## config.mk

```make
export PLATFORM = sky130hd
export DESIGN_NAME = pong_game_ctrl_flat
export DESIGN_NICKNAME = d
export VERILOG_FILES = /design/src/rtl/pong_game_ctrl_if.sv /design/src/rtl/pong_game_ctrl.sv /design/src/flat_wrapper.sv
export SDC_FILE = /design/constraint.sdc
export NUM_CORES = 1
export LEC_CHECK = 0
export ABC_CLOCK_PERIOD_IN_PS = 3450
export CORE_AREA = 3 3 97 99
export DETAILED_ROUTE_END_ITERATION = 8
export DIE_AREA = 0 0 100 102
export PLACE_DENSITY = 0.84
export SLEW_MARGIN = 20
export SYNTH_ARGS = -nofsm -noshare
export SYNTH_HDL_FRONTEND = slang
export SYNTH_SLANG_ARGS = --single-unit
```

## constraint.sdc

```tcl
create_clock -name i_clk -period 3.45 [get_ports i_clk]
set_input_delay 0.5175 -clock i_clk [delete_from_list [all_inputs] [get_ports i_clk]]
set_output_delay 0.5175 -clock i_clk [all_outputs]
set_load 0.01 [all_outputs]
```

## src/rtl/pong_game_ctrl_if.sv

```systemverilog
// pong_game_ctrl_if
//  Bundles the game controller's frame/paddle inputs and ball/score outputs.
//  slave  : the controller (consumes frame tick, start, paddle geometry; drives ball/score)
//  master : the surrounding system (timing generator, player blocks, renderers)
//  Signals:
//   i_frame_tick  1  one-cycle pulse per frame
//   i_start       1  debounced start button, level
//   i_y1/i_y2     9  paddle top rows
//   i_h1/i_h2     7  paddle heights
//   o_ball_x/y    9  ball top-left corner
//   o_ball_en     1  ball visible
//   o_score1/2    4  player scores
//   o_state       2  0 IDLE, 1 SERVE, 2 PLAY, 3 OVER
//   o_point       1  one-cycle pulse when a point is scored
interface pong_game_ctrl_if;
    logic       i_frame_tick;
    logic       i_start;
    logic [8:0] i_y1;
    logic [8:0] i_y2;
    logic [6:0] i_h1;
    logic [6:0] i_h2;
    logic [8:0] o_ball_x;
    logic [8:0] o_ball_y;
    logic       o_ball_en;
    logic [3:0] o_score1;
    logic [3:0] o_score2;
    logic [1:0] o_state;
    logic       o_point;

    modport master (
        output i_frame_tick, i_start, i_y1, i_y2, i_h1, i_h2,
        input  o_ball_x, o_ball_y, o_ball_en, o_score1, o_score2, o_state, o_point
    );

    modport slave (
        input  i_frame_tick, i_start, i_y1, i_y2, i_h1, i_h2,
        output o_ball_x, o_ball_y, o_ball_en, o_score1, o_score2, o_state, o_point
    );
endinterface

```

## src/rtl/pong_game_ctrl.sv

```systemverilog
// pong_game_ctrl
//  Two-player pong sequencer: ball motion, wall bounces, paddle hits, scoring,
//  serve delay and game-over. All outputs come straight from registers.
//  Ports:
//   i_clk    pixel clock
//   i_rst_n  asynchronous reset, active low
//   bus      pong_game_ctrl_if.slave (frame tick, start, paddles in; ball, scores, state out)
module pong_game_ctrl #(
    parameter int SCREEN_W     = 480,
    parameter int SCREEN_H     = 272,
    parameter int BALL_SIZE    = 8,
    parameter int PADDLE_W     = 6,
    parameter int P1_X         = 0,
    parameter int P2_X         = 474,
    parameter int SPEED        = 2,
    parameter int WIN_SCORE    = 7,
    parameter int SERVE_FRAMES = 60
) (
    input  logic            i_clk,
    input  logic            i_rst_n,
    pong_game_ctrl_if.slave bus
);
    typedef enum logic [1:0] {
        S_IDLE  = 2'd0,
        S_SERVE = 2'd1,
        S_PLAY  = 2'd2,
        S_OVER  = 2'd3
    } state_e;

    localparam int CNT_W = $clog2(SERVE_FRAMES + 1);

    // Geometry is evaluated in 10 bits so sums near the screen edge cannot wrap.
    localparam logic [8:0]       CX       = 9'((SCREEN_W - BALL_SIZE) / 2);
    localparam logic [8:0]       CY       = 9'((SCREEN_H - BALL_SIZE) / 2);
    localparam logic [9:0]       BALL     = 10'(BALL_SIZE);
    localparam logic [9:0]       SPD      = 10'(SPEED);
    localparam logic [9:0]       HMAX     = 10'(SCREEN_H);
    localparam logic [9:0]       YBOT     = 10'(SCREEN_H - BALL_SIZE);
    localparam logic [9:0]       LEFT_LIM = 10'(P1_X + PADDLE_W + SPEED);
    localparam logic [9:0]       LEFT_X   = 10'(P1_X + PADDLE_W);
    localparam logic [9:0]       RIGHT_LIM = 10'(P2_X);
    localparam logic [9:0]       RIGHT_X  = 10'(P2_X - BALL_SIZE);
    localparam logic [3:0]       WIN      = 4'(WIN_SCORE);
    localparam logic [CNT_W-1:0] SERVE_N  = CNT_W'(SERVE_FRAMES);
    localparam logic [CNT_W-1:0] CNT_ONE  = CNT_W'(1);

    state_e           state_q, state_d;
    logic [8:0]       x_q, x_d, y_q, y_d;
    logic             dx_q, dx_d, dy_q, dy_d;   // 1 = moving toward larger coordinate
    logic [3:0]       s1_q, s1_d, s2_q, s2_d;
    logic [CNT_W-1:0] cnt_q, cnt_d;
    logic             start_q;
    logic             en_q, en_d;
    logic             point_q, point_d;

    logic [9:0]       x10_s, y10_s, nx_s, ny_s, bot1_s, bot2_s;
    logic             ndx_s, ndy_s, hit1_s, hit2_s, miss1_s, miss2_s, start_edge_s;
    logic [3:0]       s1_inc_s, s2_inc_s;
    logic [CNT_W-1:0] cnt_inc_s;

    assign x10_s        = {1'b0, x_q};
    assign y10_s        = {1'b0, y_q};
    assign bot1_s       = {1'b0, bus.i_y1} + {3'b000, bus.i_h1};
    assign bot2_s       = {1'b0, bus.i_y2} + {3'b000, bus.i_h2};
    assign hit1_s       = ((y10_s + BALL) > {1'b0, bus.i_y1}) && (y10_s < bot1_s);
    assign hit2_s       = ((y10_s + BALL) > {1'b0, bus.i_y2}) && (y10_s < bot2_s);
    assign start_edge_s = bus.i_start & ~start_q;
    assign s1_inc_s     = s1_q + 4'd1;
    assign s2_inc_s     = s2_q + 4'd1;
    assign cnt_inc_s    = cnt_q + CNT_ONE;

    // Candidate next ball position/direction for a play tick, plus miss detection.
    always_comb begin
        ny_s    = y10_s;
        ndy_s   = dy_q;
        nx_s    = x10_s;
        ndx_s   = dx_q;
        miss1_s = 1'b0;
        miss2_s = 1'b0;
        if (!dy_q && (y10_s < SPD)) begin
            ny_s  = 10'd0;
            ndy_s = 1'b1;
        end else if (dy_q && ((y10_s + BALL + SPD) > HMAX)) begin
            ny_s  = YBOT;
            ndy_s = 1'b0;
        end else if (dy_q) begin
            ny_s = y10_s + SPD;
        end else begin
            ny_s = y10_s - SPD;
        end
        if (!dx_q && (x10_s < LEFT_LIM)) begin
            if (hit1_s) begin
                nx_s  = LEFT_X;
                ndx_s = 1'b1;
            end else begin
                miss1_s = 1'b1;
            end
        end else if (dx_q && ((x10_s + BALL + SPD) > RIGHT_LIM)) begin
            if (hit2_s) begin
                nx_s  = RIGHT_X;
                ndx_s = 1'b0;
            end else begin
                miss2_s = 1'b1;
            end
        end else if (dx_q) begin
            nx_s = x10_s + SPD;
        end else begin
            nx_s = x10_s - SPD;
        end
    end

    // Game sequencer next-state and register updates.
    always_comb begin
        state_d = state_q;
        x_d     = x_q;
        y_d     = y_q;
        dx_d    = dx_q;
        dy_d    = dy_q;
        s1_d    = s1_q;
        s2_d    = s2_q;
        cnt_d   = cnt_q;
        point_d = 1'b0;
        case (state_q)
            S_IDLE, S_OVER: begin
                if (start_edge_s) begin
                    state_d = S_SERVE;
                    s1_d    = 4'd0;
                    s2_d    = 4'd0;
                    cnt_d   = '0;
                end else begin
                    state_d = state_q;
                end
            end
            S_SERVE: begin
                if (bus.i_frame_tick) begin
                    cnt_d = cnt_inc_s;
                    if (cnt_inc_s == SERVE_N) begin
                        state_d = S_PLAY;
                    end else begin
                        state_d = S_SERVE;
                    end
                end else begin
                    cnt_d = cnt_q;
                end
            end
            S_PLAY: begin
                if (bus.i_frame_tick && (miss1_s || miss2_s)) begin
                    // Recentre and serve toward the player who conceded; dy is kept.
                    point_d = 1'b1;
                    x_d     = CX;
                    y_d     = CY;
                    cnt_d   = '0;
                    if (miss1_s) begin
                        dx_d    = 1'b0;
                        s2_d    = s2_inc_s;
                        state_d = (s2_inc_s == WIN) ? S_OVER : S_SERVE;
                    end else begin
                        dx_d    = 1'b1;
                        s1_d    = s1_inc_s;
                        state_d = (s1_inc_s == WIN) ? S_OVER : S_SERVE;
                    end
                end else if (bus.i_frame_tick) begin
                    x_d  = nx_s[8:0];
                    y_d  = ny_s[8:0];
                    dx_d = ndx_s;
                    dy_d = ndy_s;
                end else begin
                    state_d = S_PLAY;
                end
            end
            default: begin
                state_d = S_IDLE;
            end
        endcase
        en_d = (state_d == S_SERVE) || (state_d == S_PLAY);
    end

    // State and datapath registers.
    always_ff @(posedge i_clk or negedge i_rst_n) begin
        if (!i_rst_n) begin
            state_q <= S_IDLE;
            x_q     <= CX;
            y_q     <= CY;
            dx_q    <= 1'b1;
            dy_q    <= 1'b1;
            s1_q    <= 4'd0;
            s2_q    <= 4'd0;
            cnt_q   <= '0;
            start_q <= 1'b0;
            en_q    <= 1'b0;
            point_q <= 1'b0;
        end else begin
            state_q <= state_d;
            x_q     <= x_d;
            y_q     <= y_d;
            dx_q    <= dx_d;
            dy_q    <= dy_d;
            s1_q    <= s1_d;
            s2_q    <= s2_d;
            cnt_q   <= cnt_d;
            start_q <= bus.i_start;
            en_q    <= en_d;
            point_q <= point_d;
        end
    end

    assign bus.o_ball_x  = x_q;
    assign bus.o_ball_y  = y_q;
    assign bus.o_ball_en = en_q;
    assign bus.o_score1  = s1_q;
    assign bus.o_score2  = s2_q;
    assign bus.o_state   = state_q;
    assign bus.o_point   = point_q;
endmodule

```

## src/flat_wrapper.sv

```systemverilog
// flat-port wrapper written by rule: the top's interface ports become plain ports
module pong_game_ctrl_flat 
#(
    parameter int SCREEN_W     = 480,
    parameter int SCREEN_H     = 272,
    parameter int BALL_SIZE    = 8,
    parameter int PADDLE_W     = 6,
    parameter int P1_X         = 0,
    parameter int P2_X         = 474,
    parameter int SPEED        = 2,
    parameter int WIN_SCORE    = 7,
    parameter int SERVE_FRAMES = 60
)
  (i_clk, i_rst_n, bus_i_frame_tick, bus_i_start, bus_i_y1, bus_i_y2, bus_i_h1, bus_i_h2, bus_o_ball_x, bus_o_ball_y, bus_o_ball_en, bus_o_score1, bus_o_score2, bus_o_state, bus_o_point);
  pong_game_ctrl_if bus_i ();
  input  logic i_clk;
  input  logic i_rst_n;
  input wire logic [$bits(bus_i.i_frame_tick)-1:0] bus_i_frame_tick;
  input wire logic [$bits(bus_i.i_start)-1:0] bus_i_start;
  input wire logic [$bits(bus_i.i_y1)-1:0] bus_i_y1;
  input wire logic [$bits(bus_i.i_y2)-1:0] bus_i_y2;
  input wire logic [$bits(bus_i.i_h1)-1:0] bus_i_h1;
  input wire logic [$bits(bus_i.i_h2)-1:0] bus_i_h2;
  output wire logic [$bits(bus_i.o_ball_x)-1:0] bus_o_ball_x;
  output wire logic [$bits(bus_i.o_ball_y)-1:0] bus_o_ball_y;
  output wire logic [$bits(bus_i.o_ball_en)-1:0] bus_o_ball_en;
  output wire logic [$bits(bus_i.o_score1)-1:0] bus_o_score1;
  output wire logic [$bits(bus_i.o_score2)-1:0] bus_o_score2;
  output wire logic [$bits(bus_i.o_state)-1:0] bus_o_state;
  output wire logic [$bits(bus_i.o_point)-1:0] bus_o_point;
  assign bus_i.i_frame_tick = bus_i_frame_tick;
  assign bus_i.i_start = bus_i_start;
  assign bus_i.i_y1 = bus_i_y1;
  assign bus_i.i_y2 = bus_i_y2;
  assign bus_i.i_h1 = bus_i_h1;
  assign bus_i.i_h2 = bus_i_h2;
  assign bus_o_ball_x = bus_i.o_ball_x;
  assign bus_o_ball_y = bus_i.o_ball_y;
  assign bus_o_ball_en = bus_i.o_ball_en;
  assign bus_o_score1 = bus_i.o_score1;
  assign bus_o_score2 = bus_i.o_score2;
  assign bus_o_state = bus_i.o_state;
  assign bus_o_point = bus_i.o_point;
  pong_game_ctrl #(.SCREEN_W(SCREEN_W), .SCREEN_H(SCREEN_H), .BALL_SIZE(BALL_SIZE), .PADDLE_W(PADDLE_W), .P1_X(P1_X), .P2_X(P2_X), .SPEED(SPEED), .WIN_SCORE(WIN_SCORE), .SERVE_FRAMES(SERVE_FRAMES)) u_core (.i_clk(i_clk), .i_rst_n(i_rst_n), .bus(bus_i));
endmodule
```

==> impl_metrics.tcl, run 1 <==
set metrics [dict create \
    final_common_cell "ha_1" \
    grt_max_degree 38 \
    worst-path-buf-inv 3 \
    cp_data_arrival_time_ns 3.83 \
    synth.distinct_cells 75 \
    drcViolationCount 0 \
    dpl_cell_area_um2 5290 \
    netlist_area_um2 4240 \
    intPower_uw 2210 \
    post_drt_wl_per_cell_um 18.1 \
    die_w_um 100 \
    first_global_vias 4339 \
    finalSetupViolCount 25 \
    grtUsageTotal 0.230 \
    dieArea_um2 10200 \
    synth_flop_cell "dfrtp_1" \
    core_um2 8640 \
    cp_top_family "compound AO/OA/AOI/OAI gates" \
    clockBufferDepth 2 \
    violations "setup timing" \
    drt-total-wl_um 13200 \
    fin_crit_sh 1.06 \
    cp.required_ns 3.63 \
    max-slew-margin-rel 0.425 \
    comb_power_share 0.721 \
    synth_edf_count 0 \
    grt_pass1_wl_um 19600 \
    firstDrtPassIters 5 \
    drt-vias-per-instance 6.23 \
    vdd_drop_max_mv 0.613 \
    dp_cells 706 \
    ys_seq_elements 37 \
    fin_ws_ns -0.199 \
    cap_violations 0 \
    avgSynthCellArea_um2 8.39 \
    synth.top_cells.by_area "ha_1 19%, dfrtp_1 17%, dfstp_2 5.6%" \
    rows 34 \
    finalMaxSlewViolations 0 \
    power_leakage_uw 0.00263 \
    worstMarginPinSlew_ns 0.854 \
    drt.antenna.violating_nets 0 \
    cts.sinks 37 \
    cp_max_fo 6 \
    cts_tree "built" \
    cts_htree_levels 2 \
    pin_count 66 \
    path_cells "buf_8, ha_4, inv_2, fa_2, nor2b_1, o21ai_1, nand2b_1, a21oi_1, o21ai_1, a21oi_1, nor2_1, xnor2_1, ha_1, o211ai_1, a21oi_1, o21ai_1, a211o_1, a21oi_4, buf_6, a22oi_2, a211o_1, a21o_1" \
    dr.first_iter.drc_count 379 \
    insertion_delay_ns 0.29 \
    max_freq_ghz 0.274 \
    synth_warnings 0 \
    fin_crit_ns 3.65 \
    sw_frac_of_total 0.455 \
    die_y_um 102 \
    fin_nets 723 \
    initial_core_util 0.491 \
    cts_made_buffers 5 \
    globalplace.congestion 0.881 \
    grt_overflow 0 \
    end_kind "flop" \
    finClkSkew_ns 0.00671 \
    crit_path_start_kind "input port" \
    area_growth_syn_to_layout_pct 36.6 \
    crit_type "in2reg" \
    synth_top_area_cell "ha_1" \
    p_sw_uw 1850 \
    cts_root_buf "clkbuf_8" \
    hold_path.class "in2async" \
    post-place-ws_ns -0.994 \
    antenna_cells 0 \
    clk_pin_slew_ns 0.07 \
    p_seq_frac 0.183 \
    route.vias.total 4549 \
    hpwlAfterDp_um 8800 \
    grt_antenna_before_repair 0 \
    p_per_area_nw_per_um2 702 \
    final_cells 730 \
    synthCells 505 \
    seq_area_frac_synth 0.221 \
    rsz0062_at_grt "yes" \
    run_status "complete, but fails checks" \
    critPathSlowestCell "fa_2" \
    holdWs_ns 0.313 \
    port_buffers 63 \
    drive_gt1_frac 0.252 \
    hold_violations 0 \
    cpPeakStageDelay_ns 0.32 \
    layout_common_cells "55 x ha_1, 51 x buf_4, 43 x clkdlybuf4s50_1, 42 x inv_1, 35 x nor2_1" \
    r2r_setup_slack_ns 0.11 \
    clkPwrFrac 0.097 \
    design_area_um2 5790 \
    synth_top_area_share 0.186 \
    synth-async-reset-ratio 1.00 \
]
-- state kept, by name, summed over array words and instances, names as in the netlist --
name                  cells
u_core.bus.o_ball_y       8
u_core.cnt_q              6
u_core.bus.o_ball_en      1
u_core.bus.o_state        2
u_core.dy_q               1
u_core.bus.o_score1       4
u_core.bus.o_ball_x       8
u_core.dx_q               1
u_core.bus.o_score2       4
u_core.start_q            1
u_core.bus.o_point        1
-- cells in the mapped netlist, drive strengths merged (2+ instances only) --
library cell / number
o311ai: 2
ha: 63
buf: 6
o21ai: 41
nand4: 12
clkbuf: 12
dfstp: 9
a22oi: 2
nand2: 34
or4: 2
a21o: 13
o31ai: 6
nor4: 5
inv: 48
nor2b: 2
nor2: 35
nand2b: 9
nor3: 11
or2: 3
o211ai: 4
a21oi: 43
o21a: 2
mux2i: 2
a221o: 4
a211oi: 5
nand3b: 2
a22o: 4
a211o: 5
a32o: 2
o41ai: 2
xnor2: 15
fa: 3
dfrtp: 28
nand3: 17
o22ai: 4
a221oi: 2
a31oi: 9
and3: 2
xor2: 11
and2: 4
-- power groups by stage --
stage	Clock (uW)	Combinational (uW)	Sequential, uW
2_1_floorplan	0	1590	724
3_3_place_gp	0	2220	730
3_5_place_dp	0	2330	733
4_1_cts	395	2510	730
5_1_grt	413	3150	758
6_report	394	2930	742
-- worst paths after layout --
kind | cells after the start | start | end
worst min-delay path | 1 | i_rst_n | u_core.bus.o_score2[1]
min in group i_clk | 2 | u_core.bus.o_ball_x[7] | u_core.bus.o_ball_x[7]
worst max-delay path | 22 | bus_i_h1[0] | u_core.bus.o_score2[3]
max in group asynchronous | 1 | i_rst_n | u_core.bus.o_ball_en
worst min register to register | 2 | u_core.bus.o_ball_x[7] | u_core.bus.o_ball_x[7]
worst max register to register | 12 | u_core.bus.o_ball_y[3] | u_core.bus.o_score1[2]
-- cells by family (layout without fill, tap and decap cells) --
group	after synthesis	after routing	share of synthesized area
AOI/OAI and AO/OA	161	161	0.264
xor gates and xnor gates	26	26	0.0555
adders and majority gates	66	66	0.200
buffers and inverters	66	182	0.0759
DFF	37	37	0.221
muxes	3	3	0.00738
other	1	2	0.000885
and+or+nand+nor	145	145	0.175
-- worst reg2reg max path, stage by stage (launching register included) --
cell and delay [ns]:
dfrtp_1 0.47, ha_1 0.31, nand3_1 0.13, xnor2_1 0.33, ha_1 0.32, nand4_1 0.13, o22ai_1 0.10, o31ai_1 0.39
a22o_4 0.26, buf_4 0.15, nand4_1 0.11, a211o_1 0.33, a22o_1 0.19
-- layout make-up --
type / count / area [um2]
clock buffers: 7 / 86.3
clock inverters: 1 / 30.0
fillers: 656 / 2850
inverters: 48 / 180
multi-input cells: 403 / 3270
flip-flops and latches: 37 / 937
well taps: 108 / 135
repair buffers: 126 / 1150
-- what timing repair did --
| action | in CTS | in global routing |
|---|---|---|
| endpoints found under the setup margin | 36 | 36 |
| setup buffers | 8 | 10 |
| resized for setup | 71 | 50 |
| pin swaps | 31 | 39 |
| hold buffers | 0 | 0 |
-- stage by stage --
step,TNS (ns),util,power (uW)
after floorplan,-1.57,-,2310
after global placement,-24.72,0.613,2950
after detailed placement,-29.53,0.613,3060
after CTS,-1.41,0.642,3640
after global routing,-7.29,0.670,4320
final,-2.29,0.670,4070
-- routing by layer --
metal | track usage | share of wire | vias to the layer above | wire length [um]
met4 | 0.0746 | 0.028 | 0 | 373
met3 | 0.0259 | 0.047 | 61 | 626
li1 | - | - | 2089 | -
met1 | 0.288 | 0.42 | 2210 | 5510
met2 | 0.416 | 0.51 | 189 | 6710
met5 | 0 | 0 | - | 0
(Power assumes the default switching activity.)
==> run 2: changes to the inputs <==
--- a/config.mk
+++ b/config.mk
@@ -6,10 +6,10 @@
 export NUM_CORES = 1
 export LEC_CHECK = 0
 export ABC_CLOCK_PERIOD_IN_PS = 3450
-export CORE_AREA = 3 3 97 99
+export CORE_AREA = 4 4 92 94
 export DETAILED_ROUTE_END_ITERATION = 8
-export DIE_AREA = 0 0 100 102
-export PLACE_DENSITY = 0.84
+export DIE_AREA = 0 0 96 98
+export PLACE_DENSITY = 0.93
 export SLEW_MARGIN = 20
 export SYNTH_ARGS = -nofsm -noshare
 export SYNTH_HDL_FRONTEND = slang
==> impl_metrics.tcl, run 2 (same netlist as run 1, synthesis figures left out) <==
set metrics [dict create \
    worstMarginPinSlew_ns 1.10 \
    drcViolationCount 0 \
    fin_crit_ns 3.84 \
    first_global_vias 4815 \
    cap_violations 0 \
    intPower_uw 2190 \
    clkPwrFrac 0.071 \
    hold_violations 0 \
    vdd_drop_max_mv 0.582 \
    nFillCells 414 \
    rows 32 \
    cp.required_ns 3.61 \
    insertion_delay_ns 0.30 \
    grt_antenna_before_repair 0 \
    fin_nets 735 \
    core_um2 7650 \
    layout_common_cells "61 x buf_4, 53 x ha_1, 44 x clkdlybuf4s50_1, 42 x inv_1, 33 x nand2_1" \
    power_leakage_uw 0.00265 \
    cts_made_buffers 5 \
    antenna_cells 0 \
    drt.antenna.violating_nets 0 \
    p_per_area_nw_per_um2 723 \
    dieArea_um2 9410 \
    cp_data_arrival_time_ns 4.00 \
    hold_path.class "in2async" \
    die_y_um 98 \
    route.vias.total 5041 \
    grt_max_degree 38 \
    final_common_cell "buf_4" \
    wl_met2_um 7400 \
    clockBufferDepth 2 \
    p_seq_frac 0.176 \
    finalSetupViolCount 33 \
    hpwlAfterDp_um 9560 \
    fin_ws_ns -0.391 \
    port_buffers 63 \
    pin_count 66 \
    fin_crit_sh 1.11 \
    firstDrtPassIters 7 \
    cp_max_fo 7 \
    clk_pin_slew_ns 0.08 \
    violations "setup timing" \
    max-slew-margin-rel 0.264 \
    die_w_um 96 \
    post_drt_wl_per_cell_um 22.0 \
    area_growth_syn_to_layout_pct 40.1 \
    highest_layer "met4" \
    cts_tree "built" \
    p_sw_uw 2100 \
    comb_power_share 0.753 \
    cts.sinks 37 \
    crit_type "in2reg" \
    drt-vias-per-instance 6.85 \
    sw_frac_of_total 0.489 \
    run_status "complete, but fails checks" \
    finalSetupTns_ns -8.21 \
    drt-met1-wl_um 5590 \
    wl_met3_um 1740 \
    initial_core_util 0.554 \
    multiInputGateArea_um2 3390 \
    utilization 0.776 \
    rsz0062_at_grt "yes" \
    grtUsageTotal 0.305 \
    crit_path_start_kind "input port" \
    cts_htree_levels 2 \
    drt-total-wl_um 16200 \
    regArea_um2 937 \
    end_kind "flop" \
    grt_overflow 0 \
    drive_gt1_frac 0.285 \
    dr.first_iter.drc_count 778 \
    finalMaxSlewViolations 0 \
    cts_root_buf "clkbuf_8" \
    globalplace.congestion 0.903 \
    ctsHoldBuffers 0 \
    finClkSkew_ns 0.00704 \
    grt_pass1_wl_um 23200 \
    max_freq_ghz 0.260 \
]
-- run 2: critical path, cell delays in order --
cell             delay, ns
clkdlybuf4s50_1       0.55
ha_4                  0.24
a21oi_2               0.16
o21ai_1               0.12
nand2_1               0.08
nand2_1               0.05
a21oi_1               0.18
xnor2_1               0.09
ha_1                  0.30
o211ai_1              0.09
a21oi_1               0.12
o21ai_1               0.08
a211o_1               0.35
a21oi_4               0.27
buf_6                 0.18
a22oi_2               0.13
o21ai_0               0.30
o21ai_0               0.17
-- run 2: worst paths after layout --
| check | to | cells after the start | from | slack, ns |
|---|---|---|---|---|
| setup / recovery | u_core.bus.o_score2[0] | 18 | bus_i_y1[4] | -0.39 |
| max in group asynchronous | u_core.bus.o_ball_y[3] | 1 | i_rst_n | 2.60 |
| setup reg to reg | u_core.bus.o_score2[0] | 14 | u_core.bus.o_ball_y[4] | -0.35 |
| hold reg to reg | u_core.cnt_q[1] | 2 | u_core.cnt_q[1] | 0.56 |
| hold / removal | u_core.bus.o_score1[3] | 1 | i_rst_n | 0.31 |
| min in group i_clk | u_core.cnt_q[1] | 2 | u_core.cnt_q[1] | 0.56 |
-- run 2: per-layer routing --
layer,vias to the layer above,track usage
met5,-,0
met4,0,0.142
met3,170,0.0632
met2,446,0.493
met1,2323,0.384
li1,2102,-
-- run 2: final cells by class --
cell class,instances,share of cell area
timing repair buffer,138,0.206
tap,102,0.0215
inverter,48,0.0304
multi-input combinational,403,0.570
sequential,37,0.158
clock buffer,8,0.0135
-- run 2: per-stage QoR --
step           hold WS [ns]  setup slack [ns]  area [um2]  std cells  total power, uW
2_1_floorplan         0.222            -0.237        4320        506             2310
5_1_grt               0.386            -0.494        5940        736             4530
3_5_place_dp          0.532             -1.02        5310        701             3170
6_report              0.311            -0.391        5940        736             4290
4_1_cts               0.333            -0.226        5700        723             3710
3_3_place_gp          0.497            -0.824        5310        701             2990
-- run 2: power groups by stage --
stage	registers (uW)	clock network (uW)	logic [uW]
2_1_floorplan	724	0	1590
3_3_place_gp	736	0	2250
3_5_place_dp	743	0	2420
4_1_cts	738	293	2680
5_1_grt	765	322	3440
6_report	756	305	3230
-- run 2: what timing repair did --
action / 4_1_cts / 5_1_grt
resized for setup: 87 / 46
endpoints found under the setup margin: 36 / 36
gates cloned: 0 / 0
pin swaps: 42 / 46
setup buffers: 16 / 14
==> run 3: changes to the inputs <==
--- a/config.mk
+++ b/config.mk
@@ -6,10 +6,12 @@
 export NUM_CORES = 1
 export LEC_CHECK = 0
 export ABC_CLOCK_PERIOD_IN_PS = 3450
-export CORE_AREA = 4 4 92 94
+export CORE_AREA = 4 4 90 92
 export DETAILED_ROUTE_END_ITERATION = 8
-export DIE_AREA = 0 0 96 98
-export PLACE_DENSITY = 0.93
+export DIE_AREA = 0 0 94 96
+export DONT_BUFFER_PORTS = 1
+export PLACE_DENSITY = 0.85
+export SKIP_CTS_REPAIR_TIMING = 1
 export SLEW_MARGIN = 20
 export SYNTH_ARGS = -nofsm -noshare
 export SYNTH_HDL_FRONTEND = slang
==> impl_metrics.tcl, run 3 (same netlist as run 1, synthesis figures left out) <==
set metrics [dict create \
    dr.first_iter.drc_count 271 \
    clk_pin_slew_ns 0.07 \
    first_global_vias 3882 \
    final_common_cell "ha_1" \
    crit_type "in2reg" \
    reg2reg_from "u_core.bus.o_ball_y[4]" \
    final_cells 634 \
    use_met2 0.416 \
    cts_made_buffers 5 \
    startpoint "bus_i_h2[0]" \
    initial_core_util 0.587 \
    worstMarginPinSlew_ns 0.838 \
    area_growth_syn_to_layout_pct 13.1 \
    finClkSkew_ns 0.00545 \
    grtUsageTotal 0.237 \
    drt.antenna.violating_nets 0 \
    clockBufferDepth 2 \
    dieArea_um2 9020 \
    grt_overflow 0 \
    cts.sinks 37 \
    hpwlAfterDp_um 8240 \
    met1_usage 0.294 \
    drcViolationCount 0 \
    pin_count 66 \
    power_leakage_uw 0.00219 \
    fin_ws_ns -0.113 \
    max_freq_ghz 0.281 \
    finalSetupTns_ns -0.264 \
    nFillCells 562 \
    globalplace.congestion 0.901 \
    rsz0062_at_grt "yes" \
    drt-vias-per-instance 6.29 \
    r2r_setup_slack_ns 0.13 \
    cts_htree_levels 2 \
    grt_pass1_wl_um 17500 \
    port_buffers 0 \
    post-place-ws_ns -0.446 \
    core_um2 7210 \
    drt-total-wl_um 10900 \
    cp_max_fo 8 \
    die_w_um 94 \
    rows 31 \
    cp_data_arrival_time_ns 3.76 \
    cts_root_buf "clkbuf_8" \
    insertion_delay_ns 0.29 \
    p_per_area_nw_per_um2 712 \
    grt_max_degree 38 \
    finalMaxSlewViolations 0 \
    holdWs_ns 0.0392 \
    run_status "complete, but fails checks" \
    fin_crit_sh 1.03 \
    violations "setup timing" \
    fin_nets 636 \
    end_kind "flop" \
    dp_cells 618 \
    hold_path.class "in2async" \
    hold_violations 0 \
    route.vias.total 3986 \
    grt_antenna_before_repair 0 \
    top_usage_layer "met2" \
    cts_tree "built" \
    finalSetupViolCount 4 \
    antenna_cells 0 \
    cap_violations 0 \
    crit_path_start_kind "input port" \
    die_y_um 96 \
    post_drt_wl_per_cell_um 17.2 \
    firstDrtPassIters 5 \
    layout_common_cells "60 x ha_1, 46 x inv_1, 36 x a21oi_1, 35 x nor2_1, 35 x buf_4" \
    drive_gt1_frac 0.191 \
    power_uw 3410 \
    max-slew-margin-rel 0.436 \
    grt_use_met3 0.0602 \
    fin_crit_ns 3.56 \
    vdd_drop_max_mv 0.519 \
    cp.required_ns 3.64 \
]
## run 3: changes by cell type in the layout (fill, tap and decap cells not counted), sizes merged
cell / delta
clkdlybuf4s50: -44
buf: -42
dlygate4sd2: -6
clkdlybuf4s15: -2
clkbuf: -5
## run 3: final timing paths
check / to / cells past startpoint
min in group i_clk: u_core.start_q / 0
max reg2reg: u_core.bus.o_ball_y[5] / 12
min: u_core.cnt_q[1] / 1
max in group asynchronous: u_core.bus.o_score1[2] / 1
max: u_core.bus.o_ball_y[5] / 18
min reg2reg: u_core.bus.o_ball_y[2] / 2
## run 3: report_power, final
part	leakage, uW	total [uW]	internal, uW	switching (uW)
clock network	0.0000395	299	144	155
registers	0.000453	768	554	214
logic	0.00170	2350	1050	1290
## run 3: worst max-delay path, stage by stage
cell       delay, ns
ha_4            0.11
inv_2           0.03
fa_2            0.35
nor2b_2         0.13
o21ai_1         0.09
a21oi_2         0.16
o21ai_2         0.09
a21oi_2         0.19
nand2b_4        0.16
ha_4            0.20
a211oi_2        0.21
a21oi_1         0.09
a211o_1         0.29
a22oi_2         0.26
a2bb2oi_4       0.32
buf_4           0.19
nand3_4         0.11
o311ai_2        0.25
## run 3: final cells by class
cell class | instances | area (um2) | share of cell area
Multi-Input combinational cell | 403 | 3160 | 0.658
Clock buffer | 8 | 80.1 | 0.0167
Inverter | 48 | 180 | 0.0376
Tap cell | 99 | 124 | 0.0258
Timing Repair Buffer | 39 | 317 | 0.0660
Sequential cell | 37 | 937 | 0.195
## run 3: per-stage QoR
step / area, um2 / utilization
global placement: 4540 / 0.629
finish: 4790 / 0.665
detailed placement: 4540 / 0.629
global route: 4790 / 0.665
CTS: 4620 / 0.640
floorplan: 4320 / -
## run 3: routing by layer
metal / share of wire / routed length, um
met1: 0.42 / 4630
met2: 0.50 / 5440
met3: 0.065 / 708
met4: 0.013 / 139
met5: 0 / 0
